[src/rtl/ps2_pkg.sv]
// Shared types and constants for the PS/2 device-to-host frame receiver.
package ps2_pkg;

    typedef enum logic [1:0] {
        IDLE,
        DATA,
        PARITY,
        STOP
    } ps2_state_e;

    // start + 8 data + parity + stop
    localparam int PS2_FRAME_BITS  = 11;
    localparam int DEF_FILTER_LEN  = 8;
    localparam int DEF_TIMEOUT_CYC = 50000;

    // Odd parity holds when data plus parity bit carry an odd number of ones.
    function automatic logic odd_parity_ok(input logic [7:0] data, input logic par);
        return ^{data, par};
    endfunction

endpackage

[src/rtl/ps2_rx_frame_if.sv]
// Pin-side and byte-side signals of the PS/2 receiver; master drives the pins,
// slave is the receiver itself.
interface ps2_rx_frame_if;
    logic       ps2_clk;
    logic       ps2_dat;
    logic       rx_en;
    logic [7:0] data;
    logic       valid;
    logic       par_err;
    logic       frm_err;
    logic       busy;

    modport master (
        output ps2_clk, ps2_dat, rx_en,
        input  data, valid, par_err, frm_err, busy
    );

    modport slave (
        input  ps2_clk, ps2_dat, rx_en,
        output data, valid, par_err, frm_err, busy
    );
endinterface

[src/rtl/ps2_line_filter.sv]
// Two-flop synchroniser plus a FILTER_LEN-sample glitch filter for an async pin.
// Emits the filtered level and a one-cycle strobe on each filtered 1->0 transition.
module ps2_line_filter #(
    parameter int FILTER_LEN = ps2_pkg::DEF_FILTER_LEN
) (
    input  logic clk,
    input  logic rst_n,
    input  logic pin,
    output logic level,
    output logic fall
);
    localparam int CW = $clog2(FILTER_LEN + 1);

    logic [1:0]    sync_q;
    logic [CW-1:0] cnt_q;
    logic          level_q;
    logic          fall_q;

    // NOTE: sequential state uses non-blocking assignments so every flop samples
    // pre-edge values, independent of statement order.
    always_ff @(posedge clk or negedge rst_n) begin
        if (!rst_n) begin
            sync_q  <= 2'b11;
            cnt_q   <= '0;
            level_q <= 1'b1;
            fall_q  <= 1'b0;
        end else begin
            sync_q <= {sync_q[0], pin};
            fall_q <= 1'b0;
            if (sync_q[1] == level_q) begin
                cnt_q <= '0;
            end else if (cnt_q == CW'(FILTER_LEN - 1)) begin
                // Final disagreeing sample: adopt the new level, strobe if it is a fall.
                cnt_q   <= '0;
                level_q <= sync_q[1];
                fall_q  <= level_q;
            end else begin
                cnt_q <= cnt_q + 1'b1;
            end
        end
    end

    assign level = level_q;
    assign fall  = fall_q;

endmodule

[src/rtl/ps2_rx_frame.sv]
// PS/2 device-to-host receiver: one byte per valid 11-bit frame, parity/framing flags.
// Optional watchdog enabled by defining PS2_RX_TIMEOUT_EN.
module ps2_rx_frame
    import ps2_pkg::*;
#(
    parameter int FILTER_LEN  = DEF_FILTER_LEN,
    parameter int TIMEOUT_CYC = DEF_TIMEOUT_CYC
) (
    input  logic          iCLK_50,
    input  logic          iRST_n,
    ps2_rx_frame_if.slave bus
);
    localparam int DATA_BITS = PS2_FRAME_BITS - 3;

    ps2_state_e state_q, state_d;
    logic [2:0] bitcnt_q, bitcnt_d;
    logic [7:0] shreg_q, shreg_d;
    logic       par_q, par_d;
    logic [7:0] data_q, data_d;
    logic       valid_q, valid_d;
    logic       par_err_q, par_err_d;
    logic       frm_err_q, frm_err_d;

    logic       clk_level;
    logic       clk_fall;
    logic [1:0] dat_sync_q;
    logic       dat;
    logic       timeout;

    ps2_line_filter #(.FILTER_LEN(FILTER_LEN)) u_clk_filter (
        .clk   (iCLK_50),
        .rst_n (iRST_n),
        .pin   (bus.ps2_clk),
        .level (clk_level),
        .fall  (clk_fall)
    );

    // Data is only sampled on filtered clock falls, so synchronising suffices.
    always_ff @(posedge iCLK_50 or negedge iRST_n) begin
        if (!iRST_n) dat_sync_q <= 2'b11;
        else         dat_sync_q <= {dat_sync_q[0], bus.ps2_dat};
    end
    assign dat = dat_sync_q[1];

`ifdef PS2_RX_TIMEOUT_EN
    localparam int TW = $clog2(TIMEOUT_CYC + 1);
    logic [TW-1:0] timer_q;

    always_ff @(posedge iCLK_50 or negedge iRST_n) begin
        if (!iRST_n) begin
            timer_q <= '0;
        end else if (!bus.rx_en || state_q == IDLE || clk_fall || timeout) begin
            timer_q <= '0;
        end else begin
            timer_q <= timer_q + 1'b1;
        end
    end

    assign timeout = (state_q != IDLE) && (timer_q == TW'(TIMEOUT_CYC - 1));
`else
    localparam int unused_timeout_cyc = TIMEOUT_CYC;
    assign timeout = 1'b0;
`endif

    always_ff @(posedge iCLK_50 or negedge iRST_n) begin
        if (!iRST_n) begin
            state_q   <= IDLE;
            bitcnt_q  <= '0;
            shreg_q   <= '0;
            par_q     <= 1'b0;
            data_q    <= 8'h00;
            valid_q   <= 1'b0;
            par_err_q <= 1'b0;
            frm_err_q <= 1'b0;
        end else begin
            state_q   <= state_d;
            bitcnt_q  <= bitcnt_d;
            shreg_q   <= shreg_d;
            par_q     <= par_d;
            data_q    <= data_d;
            valid_q   <= valid_d;
            par_err_q <= par_err_d;
            frm_err_q <= frm_err_d;
        end
    end

    always_comb begin
        // NOTE: every output of this block gets a default first, so no path
        // leaves a value unassigned and no latch is inferred.
        state_d   = state_q;
        bitcnt_d  = bitcnt_q;
        shreg_d   = shreg_q;
        par_d     = par_q;
        data_d    = data_q;
        valid_d   = 1'b0;
        par_err_d = 1'b0;
        frm_err_d = 1'b0;

        if (!bus.rx_en) begin
            // Host inhibit: drop any partial frame silently.
            state_d  = IDLE;
            bitcnt_d = '0;
            shreg_d  = '0;
        end else if (clk_fall) begin
            unique case (state_q)
                IDLE: begin
                    if (!dat) begin
                        state_d  = DATA;
                        bitcnt_d = '0;
                        shreg_d  = '0;
                    end
                end
                DATA: begin
                    shreg_d  = {dat, shreg_q[7:1]};
                    bitcnt_d = bitcnt_q + 1'b1;
                    if (bitcnt_q == 3'(DATA_BITS - 1)) state_d = PARITY;
                end
                PARITY: begin
                    par_d   = dat;
                    state_d = STOP;
                end
                STOP: begin
                    if (!dat)                               frm_err_d = 1'b1;
                    else if (!odd_parity_ok(shreg_q, par_q)) par_err_d = 1'b1;
                    else begin
                        data_d  = shreg_q;
                        valid_d = 1'b1;
                    end
                    state_d = IDLE;
                end
                default: state_d = IDLE;
            endcase
        end else if (timeout) begin
            state_d   = IDLE;
            bitcnt_d  = '0;
            shreg_d   = '0;
            frm_err_d = 1'b1;
        end
    end

    assign bus.data    = data_q;
    assign bus.valid   = valid_q;
    assign bus.par_err = par_err_q;
    assign bus.frm_err = frm_err_q;
    assign bus.busy    = (state_q != IDLE);

endmodule

[src/flat_wrapper.sv]
// flat-port wrapper written by rule: the top's interface ports become plain ports
module ps2_rx_frame_flat import ps2_pkg::*;
#(
    parameter int FILTER_LEN  = DEF_FILTER_LEN,
    parameter int TIMEOUT_CYC = DEF_TIMEOUT_CYC
)
  (iCLK_50, iRST_n, bus_ps2_clk, bus_ps2_dat, bus_rx_en, bus_data, bus_valid, bus_par_err, bus_frm_err, bus_busy);
  ps2_rx_frame_if bus_i ();
  input  logic iCLK_50;
  input  logic iRST_n;
  input wire logic [$bits(bus_i.ps2_clk)-1:0] bus_ps2_clk;
  input wire logic [$bits(bus_i.ps2_dat)-1:0] bus_ps2_dat;
  input wire logic [$bits(bus_i.rx_en)-1:0] bus_rx_en;
  output wire logic [$bits(bus_i.data)-1:0] bus_data;
  output wire logic [$bits(bus_i.valid)-1:0] bus_valid;
  output wire logic [$bits(bus_i.par_err)-1:0] bus_par_err;
  output wire logic [$bits(bus_i.frm_err)-1:0] bus_frm_err;
  output wire logic [$bits(bus_i.busy)-1:0] bus_busy;
  assign bus_i.ps2_clk = bus_ps2_clk;
  assign bus_i.ps2_dat = bus_ps2_dat;
  assign bus_i.rx_en = bus_rx_en;
  assign bus_data = bus_i.data;
  assign bus_valid = bus_i.valid;
  assign bus_par_err = bus_i.par_err;
  assign bus_frm_err = bus_i.frm_err;
  assign bus_busy = bus_i.busy;
  ps2_rx_frame #(.FILTER_LEN(FILTER_LEN), .TIMEOUT_CYC(TIMEOUT_CYC)) u_core (.iCLK_50(iCLK_50), .iRST_n(iRST_n), .bus(bus_i));
endmodule
[config.mk]
export PLATFORM = sky130hd
export DESIGN_NAME = ps2_rx_frame_flat
export DESIGN_NICKNAME = d
export VERILOG_FILES = /design/src/rtl/ps2_pkg.sv /design/src/rtl/ps2_rx_frame_if.sv /design/src/rtl/ps2_line_filter.sv /design/src/rtl/ps2_rx_frame.sv /design/src/flat_wrapper.sv
export SDC_FILE = /design/constraint.sdc
export NUM_CORES = 1
export LEC_CHECK = 0
export BUFFER_PORTS_ARGS = -buffer_cell sky130_fd_sc_hd__buf_2
export CAP_MARGIN = 20
export CORE_MARGIN = 3
export CORE_UTILIZATION = 55
export DETAILED_ROUTE_END_ITERATION = 7
export PLACE_DENSITY = 0.76
export SYNTH_ARGS = -nofsm -noshare
export SYNTH_HDL_FRONTEND = slang
export SYNTH_SLANG_ARGS = --single-unit
[constraint.sdc]
create_clock -name iCLK_50 -period 2.2 [get_ports iCLK_50]
set_input_delay 0.33 -clock iCLK_50 [delete_from_list [all_inputs] [get_ports iCLK_50]]
set_output_delay 0.33 -clock iCLK_50 [all_outputs]
set_load 0.005 [all_outputs]
==> flow_summary.json <==
{
  "clock_path_buffers": 2,
  "die_h_um": 57.7,
  "max_freq_ghz": 0.513,
  "timing.final.hold_violations": 0,
  "drc": 0,
  "pwr-share-comb_pct": 7.7,
  "number_of_antenna_violations_at_the_first_check_in_global_routing": 0,
  "fin_nets": 139,
  "synth.largest_area_cell": "dfrtp_1",
  "hold_path_class": "in -> async",
  "irDropWorstVdd_v": 0.000666,
  "ctsHtreeMaxLevel": 2,
  "netSwitchingPower_w": 0.000264,
  "seq_power_share_pct": 63.7,
  "dp.final_hpwl_um": 1720,
  "grt_pass1_wl_um": 4460,
  "crit_path_start_kind": "flip-flop",
  "ys_dominant_reg_cell": "dfrtp_1",
  "largest_net_degree_at_the_start_of_global_routing": 36,
  "groute.usage.overall_pct": 18.5,
  "postLayoutCellArea_um2": 1640,
  "cts_buffers": 5,
  "report.final.slew_viol_count": 0,
  "outcome": "complete, no violations",
  "worst-endpoint-required_ps": 2420,
  "vias_per_cell": 5.58,
  "powerDensity_nw_per_um2": 681,
  "clock_tree_from_tritoncts": "done",
  "diodes": 0,
  "vias": 881,
  "crit-reg2reg-launch": "u_core.shreg_q[6]",
  "fp.dieArea_um2": 3330,
  "master_cell_of_the_clock_root_buffer": "clkbuf_4",
  "setup_viol": 0,
  "sw_frac_of_total_pct": 23.7,
  "regToRegSetupSlack_ps": 250,
  "setup_slack_ps": 250,
  "grt-ovfl-total": 0,
  "number_of_flops_mapped_to_enable_cells_by_yosys": 0,
  "cell_internal_pwr_w": 0.000852,
  "mostFrequentLayoutCell": "dfrtp_1",
  "reg2regPathDepth": 4,
  "routed_wl_um": 2430,
  "antenna_violating_nets_post_route": 0,
  "via_count_of_the_first_global_routing_pass": 930,
  "critical_path.endpoint_type": "flip-flop",
  "yosysSeqAreaShare_pct": 59.9,
  "critical_path.endpoint": "u_core.bus.data[5]",
  "synth_area_um2": 1470,
  "cp_max_fo": 9,
  "hold_slack_ps": 48.0,
  "fin_tns_setup_ps": 0,
  "clk_transition_reported_paths_ps": 100,
  "first_iter_violations": 21,
  "timing_worst_setup_path_type": "reg -> reg",
  "dp_worst_setup_slack_ps": 227,
  "initial_core_util_pct": 58.4,
  "critPathLaunch": "u_core.shreg_q[6]",
  "post_cts_hold_buffer_count": 0,
  "buffer_ports.inserted": 16,
  "layout.cells.most_common_list": "30 x dfrtp_1, 16 x buf_2, 11 x mux2_2",
  "routed_wire_length_per_instance_um": 15.4,
  "syn_nets": 117,
  "synth_cells": 105,
  "relative_slew_slack_pct": 51.1,
  "drive_gt1_share_pct": 31.3,
  "cts_repair_resize_count": 0,
  "cts_setup_buffers": 0,
  "floorplan.rows": 18,
  "clock_power_share_pct": 28.6,
  "dp_cells": 150,
  "die-width_um": 57.7,
  "finClkSkew_ps": 6.11,
  "synth_top_area_share_pct": 51.0,
  "synth.top_cells.by_area": "dfrtp_1 51%, dfstp_2 8.9%, mux2_2 8.4%, a22o_1 5.9%, ha_1 5.9%",
  "unrepaired_setup_endpoints_after_global_routing": "no",
  "post_dp_cell_area_um2": 1590,
  "reg2reg_to": "u_core.bus.data[5]",
  "avgSynthCellArea_um2": 14.0,
  "yosys_warnings": 0,
  "worstPathArrival_ps": 2170,
  "synth-async-reset-ratio_pct": 100,
  "min_period_ps": 1950,
  "pin_slew_with_the_least_headroom_to_its_limit_ps": 734,
  "number_of_storage_elements_in_the_synthesis_netlist": 35,
  "insertion_delay_ps": 330,
  "finalNonFillerCells": 158,
  "total_leakage_power_nw": 0.864,
  "drt-pass1-iter-count": 4,
  "drv.max_cap_violation_count": 0,
  "io-pin-count": 17,
  "cts.sinks": 35,
  "core_area_um2": 2520,
  "globalplace.congestion": 0.773,
  "period_share_pct": 88.6,
  "synth.lib_cells_used.distinct": 26,
  "flow.area_growth_from_synthesis_pct": 11.3
}
cell type report:
cell class                      instances  area [um2]
Sequential cell                        35         882
Fill cell                             203         883
Inverter                                6        22.5
Timing Repair Buffer                   17        87.6
Tap cell                               30        37.5
Clock buffer                            8        48.8
Multi-Input combinational cell         62         561
how the worst min path moves through the flow:
stage	to	slack [ps]	cells past startpoint	from
6_report	u_core.bus.data[6]	50	1	iRST_n
5_1_grt	u_core.u_clk_filter.sync_q[0]	60	1	bus_ps2_clk
4_1_cts	u_core.bus.frm_err	60	1	iRST_n
3_5_place_dp	u_core.dat_sync_q[1]	350	0	u_core.dat_sync_q[0]
3_3_place_gp	u_core.dat_sync_q[1]	350	0	u_core.dat_sync_q[0]
2_1_floorplan	u_core.bitcnt_q[0]	30	0	iRST_n
sequential cells by signal, summed over array words and instances, names as in the netlist, 2 cells and up:
register	count
u_core.u_clk_filter.cnt_q	4
u_core.bitcnt_q	3
u_core.u_clk_filter.sync_q	2
u_core.bus.data	8
u_core.dat_sync_q	2
u_core.state_q	2
u_core.shreg_q	8
synthesized netlist by cell type, drive strengths merged, types with 2 or more instances:
library cell and n:
a22o 10, clkbuf 2, dfrtp 30, dfstp 5, ha 7, inv 6
mux2 11, mux2i 2, nand3 3, nor2 7, nor2b 2, nor3 2
nor3b 2, xnor2 4, xnor3 2, xor2 2
worst max-delay path, stage by stage, from the launching register on:
cell	delay, ps
dfrtp_1	450
xnor2_1	230
xnor3_2	420
mux2i_4	360
mux2_2	380
power by group through the flow:
stage	registers [W]	logic [W]	clock network (W)
after floorplan	0.000716	0.0000588	0
after global placement	0.000720	0.0000826	0
after detailed placement	0.000724	0.0000879	0
after CTS	0.000712	0.0000898	0.000338
after global routing	0.000717	0.000106	0.000369
final	0.000711	0.0000863	0.000319
through the flow:
| stage | power, W | utilization [%] |
|---|---|---|
| 6_report | 0.00112 | 65.0 |
| 5_1_grt | 0.00119 | 65.0 |
| 4_1_cts | 0.00114 | 65.0 |
| 3_5_place_dp | 0.000812 | 63.0 |
| 3_3_place_gp | 0.000803 | 63.0 |
| 2_1_floorplan | 0.000775 | - |
routing by layer:
metal / up-vias / share of wire (%) / GRT usage, %
li1: 413 / - / -
met1: 439 / 43 / 21.7
met2: 23 / 50 / 30.0
met3: 6 / 4.8 / 6.68
met4: 0 / 2.3 / 8.94
met5: - / 0 / 0
kinds of logic (layout without fill, tap and decap cells):
family / count (synthesis) / in the layout / share of synthesized area, %
simple gates: 20 / 20 / 7.14
flops: 35 / 35 / 59.9
xor+xnor: 8 / 8 / 6.71
buf+inv: 8 / 31 / 2.04
compound gates: 14 / 14 / 7.65
fa+ha+maj: 7 / 7 / 5.95
mux: 13 / 13 / 10.6
No activity file was read; power rests on OpenSTA's default activity.
